## src/rtl/instruction_fetcher_pkg.sv

```systemverilog
// Shared definitions for the instruction fetcher: RISC-V opcodes, fetch FSM
// states and the branch-history counter helpers.
package instruction_fetcher_pkg;

  localparam logic [6:0] OP_BRANCH = 7'b1100011;
  localparam logic [6:0] OP_JAL    = 7'b1101111;
  localparam logic [6:0] OP_JALR   = 7'b1100111;

  // Counters start weakly not-taken so one taken outcome is enough to flip them.
  localparam logic [1:0] BHT_RESET = 2'b01;

  typedef enum logic [1:0] {
    ST_IDLE,
    ST_WAIT,
    ST_HOLD,
    ST_DISCARD
  } fetch_state_t;

  // Only conditional branches consult the predictor.
  function automatic logic is_branch(input logic [31:0] word);
    return word[6:0] == OP_BRANCH;
  endfunction

  // Two-bit saturating counter step.
  function automatic logic [1:0] sat_update(input logic [1:0] ctr, input logic taken);
    if (taken) begin
      return (ctr == 2'b11) ? ctr : ctr + 2'b01;
    end
    return (ctr == 2'b00) ? ctr : ctr - 2'b01;
  endfunction

endpackage

```

## src/rtl/instruction_fetcher_if.sv

```systemverilog
// Bus bundle of the fetcher: memory-controller handshake, decoder handshake,
// RoB flush and RoB branch-outcome feedback.
interface instruction_fetcher_if;

  // memory controller
  logic        mem_req;
  logic [31:0] mem_addr;
  logic        mem_done;
  logic [31:0] mem_data;

  // decoder
  logic        fetch_ready;
  logic [31:0] inst;
  logic [31:0] pc;
  logic        pred_res;
  logic        issue_ready;
  logic        pc_change_flag;
  logic [31:0] pc_change;

  // reorder buffer
  logic        flush;
  logic [31:0] flush_pc;
  logic        bht_update;
  logic [31:0] bht_pc;
  logic        bht_taken;

  // fetcher side
  modport master (
    output mem_req, mem_addr, fetch_ready, inst, pc, pred_res,
    input  mem_done, mem_data, issue_ready, pc_change_flag, pc_change,
    input  flush, flush_pc, bht_update, bht_pc, bht_taken
  );

  // environment side (memory, decoder, RoB)
  modport slave (
    input  mem_req, mem_addr, fetch_ready, inst, pc, pred_res,
    output mem_done, mem_data, issue_ready, pc_change_flag, pc_change,
    output flush, flush_pc, bht_update, bht_pc, bht_taken
  );

endinterface

```

## src/rtl/instruction_fetcher_branch_predictor.sv

```systemverilog
// Branch history table: 2^BHT_IDX_W two-bit saturating counters indexed by
// pc[BHT_IDX_W+1:2]. Combinational prediction read, synchronous update.
// A read and a write to the same entry in one cycle see the old value.
module instruction_fetcher_branch_predictor
  import instruction_fetcher_pkg::*;
#(
  parameter int BHT_IDX_W = 6
) (
  input  logic        clk_in,
  input  logic        rstn_in,
  input  logic        rdy_in,
  input  logic [31:0] pred_pc,
  output logic        pred_taken,
  input  logic        upd_en,
  input  logic [31:0] upd_pc,
  input  logic        upd_taken
);

  localparam int ENTRIES = 1 << BHT_IDX_W;

  logic [BHT_IDX_W-1:0]        pred_idx;
  logic [BHT_IDX_W-1:0]        upd_idx;
  logic [ENTRIES-1:0][1:0]     ctr_vec;

  assign pred_idx = pred_pc[BHT_IDX_W+1:2];
  assign upd_idx  = upd_pc[BHT_IDX_W+1:2];

  // Byte offset and high PC bits do not select a counter.
  logic unused_pc_bits;
  assign unused_pc_bits = ^{pred_pc[31:BHT_IDX_W+2], pred_pc[1:0],
                            upd_pc[31:BHT_IDX_W+2], upd_pc[1:0]};

  genvar gi;
  generate
    for (gi = 0; gi < ENTRIES; gi++) begin : g_ctr
      logic [1:0] ctr_reg;

      // Per-entry counter: steps on a committed branch that maps here.
      always_ff @(posedge clk_in or negedge rstn_in) begin
        if (!rstn_in) begin
          ctr_reg <= BHT_RESET;
        end else if (rdy_in && upd_en && (upd_idx == BHT_IDX_W'(gi))) begin
          ctr_reg <= sat_update(ctr_reg, upd_taken);
        end
      end

      assign ctr_vec[gi] = ctr_reg;
    end
  endgenerate

  // Upper counter bit is the taken prediction.
  assign pred_taken = ctr_vec[pred_idx][1];

endmodule

```

## src/rtl/instruction_fetcher.sv

```systemverilog
// Instruction fetch stage: owns the fetch PC, issues one word request at a
// time, buffers the returned word with its branch prediction until the
// decoder takes it, and redirects on decoder jumps and RoB flushes.
module instruction_fetcher
  import instruction_fetcher_pkg::*;
#(
  parameter int          BHT_IDX_W = 6,
  parameter logic [31:0] RESET_PC  = 32'h0
) (
  input  logic                   clk_in,
  input  logic                   rstn_in,
  input  logic                   rdy_in,
  instruction_fetcher_if.master  bus
);

  fetch_state_t state_reg, state_next;

  logic [31:0] fetch_pc_reg,    fetch_pc_next;
  logic        fetch_ready_reg, fetch_ready_next;
  logic [31:0] inst_reg,        inst_next;
  logic [31:0] pc_reg,          pc_next;
  logic        pred_reg,        pred_next;
  logic        mem_req_reg,     mem_req_next;
  logic [31:0] mem_addr_reg,    mem_addr_next;

  logic        bht_pred;

  instruction_fetcher_branch_predictor #(
    .BHT_IDX_W (BHT_IDX_W)
  ) u_branch_predictor (
    .clk_in     (clk_in),
    .rstn_in    (rstn_in),
    .rdy_in     (rdy_in),
    .pred_pc    (fetch_pc_reg),
    .pred_taken (bht_pred),
    .upd_en     (bus.bht_update),
    .upd_pc     (bus.bht_pc),
    .upd_taken  (bus.bht_taken)
  );

  // State register; a low global ready freezes the FSM.
  always_ff @(posedge clk_in or negedge rstn_in) begin
    if (!rstn_in) begin
      state_reg <= ST_IDLE;
    end else if (rdy_in) begin
      state_reg <= state_next;
    end
  end

  // Next-state logic; flush beats every other event.
  always_comb begin
    state_next = state_reg;
    unique case (state_reg)
      ST_IDLE: begin
        state_next = bus.flush ? ST_IDLE : ST_WAIT;
      end
      ST_WAIT: begin
        if (bus.flush) begin
          // A request already in flight must still be drained.
          state_next = bus.mem_done ? ST_IDLE : ST_DISCARD;
        end else if (bus.mem_done) begin
          state_next = ST_HOLD;
        end
      end
      ST_HOLD: begin
        if (bus.flush || bus.issue_ready) begin
          state_next = ST_IDLE;
        end
      end
      ST_DISCARD: begin
        if (bus.mem_done) begin
          state_next = ST_IDLE;
        end
      end
      default: state_next = ST_IDLE;
    endcase
  end

  // Next values of fetch PC, output buffer and memory request.
  always_comb begin
    fetch_pc_next    = fetch_pc_reg;
    fetch_ready_next = fetch_ready_reg;
    inst_next        = inst_reg;
    pc_next          = pc_reg;
    pred_next        = pred_reg;
    mem_req_next     = mem_req_reg;
    mem_addr_next    = mem_addr_reg;
    unique case (state_reg)
      ST_IDLE: begin
        if (bus.flush) begin
          fetch_pc_next    = bus.flush_pc;
          fetch_ready_next = 1'b0;
        end else begin
          mem_req_next  = 1'b1;
          mem_addr_next = fetch_pc_reg;
        end
      end
      ST_WAIT: begin
        if (bus.flush) begin
          fetch_pc_next = bus.flush_pc;
          if (bus.mem_done) begin
            mem_req_next = 1'b0;
          end
        end else if (bus.mem_done) begin
          inst_next        = bus.mem_data;
          pc_next          = fetch_pc_reg;
          pred_next        = is_branch(bus.mem_data) && bht_pred;
          fetch_ready_next = 1'b1;
          mem_req_next     = 1'b0;
        end
      end
      ST_HOLD: begin
        if (bus.flush) begin
          fetch_ready_next = 1'b0;
          fetch_pc_next    = bus.flush_pc;
        end else if (bus.issue_ready) begin
          fetch_ready_next = 1'b0;
          // JALR and not-taken branches fall through; the RoB repairs them.
          fetch_pc_next    = bus.pc_change_flag ? bus.pc_change : pc_reg + 32'd4;
        end
      end
      ST_DISCARD: begin
        if (bus.flush) begin
          fetch_pc_next = bus.flush_pc;
        end
        if (bus.mem_done) begin
          mem_req_next = 1'b0;
        end
      end
      default: begin
        fetch_ready_next = 1'b0;
        mem_req_next     = 1'b0;
      end
    endcase
  end

  // Datapath and output registers, frozen while rdy_in is low.
  always_ff @(posedge clk_in or negedge rstn_in) begin
    if (!rstn_in) begin
      fetch_pc_reg    <= RESET_PC;
      fetch_ready_reg <= 1'b0;
      inst_reg        <= 32'h0;
      pc_reg          <= 32'h0;
      pred_reg        <= 1'b0;
      mem_req_reg     <= 1'b0;
      mem_addr_reg    <= 32'h0;
    end else if (rdy_in) begin
      fetch_pc_reg    <= fetch_pc_next;
      fetch_ready_reg <= fetch_ready_next;
      inst_reg        <= inst_next;
      pc_reg          <= pc_next;
      pred_reg        <= pred_next;
      mem_req_reg     <= mem_req_next;
      mem_addr_reg    <= mem_addr_next;
    end
  end

  assign bus.mem_req     = mem_req_reg;
  assign bus.mem_addr    = mem_addr_reg;
  assign bus.fetch_ready = fetch_ready_reg;
  assign bus.inst        = inst_reg;
  assign bus.pc          = pc_reg;
  assign bus.pred_res    = pred_reg;

endmodule

```

## src/flat_wrapper.sv

```systemverilog
// flat-port wrapper written by rule: the top's interface ports become plain ports
module instruction_fetcher_flat import instruction_fetcher_pkg::*;
#(
  parameter int          BHT_IDX_W = 6,
  parameter logic [31:0] RESET_PC  = 32'h0
)
  (clk_in, rstn_in, rdy_in, bus_mem_req, bus_mem_addr, bus_fetch_ready, bus_inst, bus_pc, bus_pred_res, bus_mem_done, bus_mem_data, bus_issue_ready, bus_pc_change_flag, bus_pc_change, bus_flush, bus_flush_pc, bus_bht_update, bus_bht_pc, bus_bht_taken);
  instruction_fetcher_if bus_i ();
  input  logic clk_in;
  input  logic rstn_in;
  input  logic rdy_in;
  output wire logic [$bits(bus_i.mem_req)-1:0] bus_mem_req;
  output wire logic [$bits(bus_i.mem_addr)-1:0] bus_mem_addr;
  output wire logic [$bits(bus_i.fetch_ready)-1:0] bus_fetch_ready;
  output wire logic [$bits(bus_i.inst)-1:0] bus_inst;
  output wire logic [$bits(bus_i.pc)-1:0] bus_pc;
  output wire logic [$bits(bus_i.pred_res)-1:0] bus_pred_res;
  input wire logic [$bits(bus_i.mem_done)-1:0] bus_mem_done;
  input wire logic [$bits(bus_i.mem_data)-1:0] bus_mem_data;
  input wire logic [$bits(bus_i.issue_ready)-1:0] bus_issue_ready;
  input wire logic [$bits(bus_i.pc_change_flag)-1:0] bus_pc_change_flag;
  input wire logic [$bits(bus_i.pc_change)-1:0] bus_pc_change;
  input wire logic [$bits(bus_i.flush)-1:0] bus_flush;
  input wire logic [$bits(bus_i.flush_pc)-1:0] bus_flush_pc;
  input wire logic [$bits(bus_i.bht_update)-1:0] bus_bht_update;
  input wire logic [$bits(bus_i.bht_pc)-1:0] bus_bht_pc;
  input wire logic [$bits(bus_i.bht_taken)-1:0] bus_bht_taken;
  assign bus_mem_req = bus_i.mem_req;
  assign bus_mem_addr = bus_i.mem_addr;
  assign bus_fetch_ready = bus_i.fetch_ready;
  assign bus_inst = bus_i.inst;
  assign bus_pc = bus_i.pc;
  assign bus_pred_res = bus_i.pred_res;
  assign bus_i.mem_done = bus_mem_done;
  assign bus_i.mem_data = bus_mem_data;
  assign bus_i.issue_ready = bus_issue_ready;
  assign bus_i.pc_change_flag = bus_pc_change_flag;
  assign bus_i.pc_change = bus_pc_change;
  assign bus_i.flush = bus_flush;
  assign bus_i.flush_pc = bus_flush_pc;
  assign bus_i.bht_update = bus_bht_update;
  assign bus_i.bht_pc = bus_bht_pc;
  assign bus_i.bht_taken = bus_bht_taken;
  instruction_fetcher #(.BHT_IDX_W(BHT_IDX_W), .RESET_PC(RESET_PC)) u_core (.clk_in(clk_in), .rstn_in(rstn_in), .rdy_in(rdy_in), .bus(bus_i));
endmodule
```

## config.mk

```make
export PLATFORM = sky130hd
export DESIGN_NAME = instruction_fetcher_flat
export DESIGN_NICKNAME = d
export VERILOG_FILES = /design/src/rtl/instruction_fetcher_pkg.sv /design/src/rtl/instruction_fetcher_if.sv /design/src/rtl/instruction_fetcher_branch_predictor.sv /design/src/rtl/instruction_fetcher.sv /design/src/flat_wrapper.sv
export SDC_FILE = /design/constraint.sdc
export NUM_CORES = 1
export LEC_CHECK = 0
export BUFFER_PORTS_ARGS = -buffer_cell sky130_fd_sc_hd__buf_2
export CORE_MARGIN = 8
export CORE_UTILIZATION = 44
export CTS_BUF_LIST = sky130_fd_sc_hd__clkbuf_4
export DETAILED_ROUTE_END_ITERATION = 8
export GPL_ROUTABILITY_DRIVEN = 0
export GPL_TIMING_DRIVEN = 0
export PLACE_DENSITY = 0.68
export SLEW_MARGIN = 10
export SYNTH_ARGS = -nofsm -noshare
export SYNTH_HDL_FRONTEND = slang
export SYNTH_SLANG_ARGS = --single-unit
```

## constraint.sdc

```tcl
create_clock -name clk_in -period 2.1 [get_ports clk_in]
set_input_delay 0.315 -clock clk_in [delete_from_list [all_inputs] [get_ports clk_in]]
set_output_delay 0.315 -clock clk_in [all_outputs]
set_load 0.03 [all_outputs]
```

==> impl_metrics.json <==
{
  "status": "complete, no violations",
  "postSynth.asyncResetShare": 1.00,
  "ys_top_cells_by_count": "dfrtp_1 (197), nor2_1 (182), o21ai_0 (177), nand2_1 (124), a21oi_1 (104)",
  "hold_viol": 0,
  "drt_first_pass_iters": 8,
  "drt-total-wl_um": 45500,
  "clkTransAtPathRegs_ns": 0.07,
  "setup_viol": 0,
  "dp_cells": 2005,
  "fmax_mhz": 491,
  "cp_max_fo": 10,
  "grt_pass1_vias": 12700,
  "grt_pass1_wl_um": 69900,
  "fin_area_mm2": 0.0172,
  "synth-main-ff-cell": "dfrtp_1",
  "syn_inst": 1399,
  "power_density_mw_per_mm2": 1030,
  "drive_above_1_share": 0.321,
  "synth_seq_cells": 261,
  "syn_nets": 1537,
  "drv_slew": 0,
  "cts_tree": "yes",
  "synth_edf_count": 0,
  "cp-start-kind": "flip-flop",
  "worstSetupPathType": "flip-flop to flip-flop",
  "dpl.hpwl_um": 31600,
  "yosys_warnings": 0,
  "via_count": 13000,
  "ioPinCount": 236,
  "place_area_mm2": 0.0153,
  "synth_area_leaders": "dfrtp_1 (36%), dfstp_2 (12%), mux2_2 (7.9%), o21ai_0 (6.5%), nor2_1 (5.0%)",
  "clk-insertion-delay-late_ns": 0.73,
  "ant_nets": 0,
  "vias_per_cell": 5.82,
  "ys_types": 67,
  "grt_overflow_total": 0,
  "io_buffers": 207,
  "dp_slack_ns": -0.309,
  "min_period_ns": 2.04,
  "fin_util": 0.563,
  "p_leak_nw": 7.10,
  "rsz0062_at_grt": "true",
  "hold_path.class": "primary input to flip-flop",
  "synth_top_area_frac": 0.361,
  "synth_top_cell_by_area": "dfrtp_1",
  "drtIter0Drc": 1121,
  "largest_reg_flops": 128,
  "finalCritPeriodShare": 0.970,
  "worstPathRequired_ns": 2.67,
  "core_mm2": 0.0306,
  "wl_per_cell_um": 20.4,
  "h-tree-depth": 3,
  "cts_buffer_depth": 3,
  "grtUsageTotal": 0.239,
  "cts_buffers": 75,
  "antenna_found_initial": 2,
  "cap_violations": 0,
  "grt_max_degree": 73,
  "slew_headroom": 0.221,
  "critPathArrivalTime_ns": 2.61,
  "clkSinkCount": 261,
  "ys_seq_area_frac": 0.483,
  "floorplan.initialDensity": 0.447,
  "final_nets": 1915,
  "num-fill-cells": 2669,
  "finalWorstSetupSlack_ns": 0.0629,
  "drc": 0,
  "worstMarginPinSlew_ns": 1.16,
  "syn-mean-instance-area_um2": 9.77,
  "area_growth_pct": 26.0,
  "die_h_um": 192,
  "fin_skew_ns": 0.0763,
  "cts-root-buf": "clkbuf_4",
  "worstSetupEndpointType": "flip-flop",
  "fp.dieW_um": 192,
  "rows": 64,
  "finalPower_mw": 17.8,
  "syn-cell-area_mm2": 0.0137,
  "finalNonFillerCells": 2233,
  "die_area_mm2": 0.0370,
  "synth_most_common_cell": "dfrtp_1",
  "irDropWorstVdd_v": 0.000418
}
## worst max-delay path: stages, from the launching register on
cell      delay, ns
dfrtp_2        0.45
buf_8          0.20
mux4_2         0.56
mux2i_1        0.20
o32ai_1        0.14
nor4b_2        0.29
a221oi_2       0.05
## timing repair
| item | 4_1_cts | 5_1_grt |
|---|---|---|
| buffers inserted | 0 | 2 |
| endpoints found under the hold margin | 191 | 0 |
| pin swaps | 0 | 0 |
| setup endpoints to repair | 1 | 12 |
| hold buffers | 90 | 0 |
| resized for setup | 1 | 12 |
## cell type report
type | count | area (um2) | area share
multi-input combinational | 1051 | 6690 | 0.388
clock buffer | 118 | 886 | 0.0514
clock inverter | 17 | 90.1 | 0.00523
inverter | 7 | 26.3 | 0.00152
timing repair buffer | 302 | 2040 | 0.119
sequential | 261 | 6610 | 0.384
tap | 396 | 495 | 0.0287
buffer | 79 | 382 | 0.0221
antenna | 2 | 5.00 | 0.000290
## per-stage QoR
stage	hold WS, ns	setup TNS (ns)
4_1_cts	0.0338	0
5_1_grt	0.0599	-0.0718
3_5_place_dp	0.291	-5.35
3_3_place_gp	0.481	-973.25
6_report	0.0858	0
2_1_floorplan	0.0194	0
## power breakdown
part / leakage, nW / switching (mW) / internal, mW / total (mW)
clock network: 0.574 / 2.29 / 2.57 / 4.86
registers: 2.89 / 1.01 / 6.18 / 7.19
logic: 3.64 / 3.66 / 2.10 / 5.76
## worst paths after layout
| check | start | end | slack, ns | cells after the start |
|---|---|---|---|---|
| min in group asynchronous | rstn_in | u_core.bus.inst[18]$_DFFE_PN0P_ | 0.13 | 2 |
| min reg2reg | u_core.bus.inst[1]$_DFFE_PN0P_ | u_core.bus.inst[1]$_DFFE_PN0P_ | 0.50 | 1 |
| max | u_core.fetch_pc_reg[4]$_DFFE_PN0P_ | u_core.bus.pred_res$_DFFE_PN0P_ | 0.06 | 6 |
| max reg2reg | u_core.fetch_pc_reg[4]$_DFFE_PN0P_ | u_core.bus.pred_res$_DFFE_PN0P_ | 0.06 | 6 |
| min | bus_flush_pc[0] | u_core.fetch_pc_reg[0]$_DFFE_PN0P_ | 0.09 | 3 |
| max in group asynchronous | rstn_in | u_core.u_branch_predictor.g_ctr[26].ctr_reg[0]$_DFFE_PN1P_ | 0.81 | 4 |
## layout by cell type, fill, tap and decap left out, drive strengths merged, types with 4 or more instances in the layout
master,n
buf,259
dlygate4sd3,90
o21ai,200
clkbuf,150
and3,21
a221oi,12
a31oi,24
nand3,11
mux2,96
mux2i,14
o21a,4
clkinv,12
nand2b,13
o31ai,7
a221o,20
dfstp,64
and4,6
nor2,187
nor3b,31
nor4,8
xnor2,20
nand4b,6
nor3,38
nand2,124
mux4,14
nand4,15
dfrtp,197
a21oi,104
a211oi,34
inv,9
## per-layer routing
metal,up-vias,wire length (um),GRT usage
li1,5966,-,-
met1,6355,18400,0.302
met2,565,21500,0.387
met3,107,4400,0.0636
met4,2,1300,0.0914
met5,-,13,0
## cells by family after synthesis
group,synth area share
adder cells (fa/ha/maj),0.000915
multiplexers,0.112
AO/OA/AOI/OAI,0.181
XOR/XNOR,0.0141
buffers and inverters,0.0291
flip-flops,0.483
AND/OR/NAND/NOR,0.179
(Power assumes the default switching activity.)
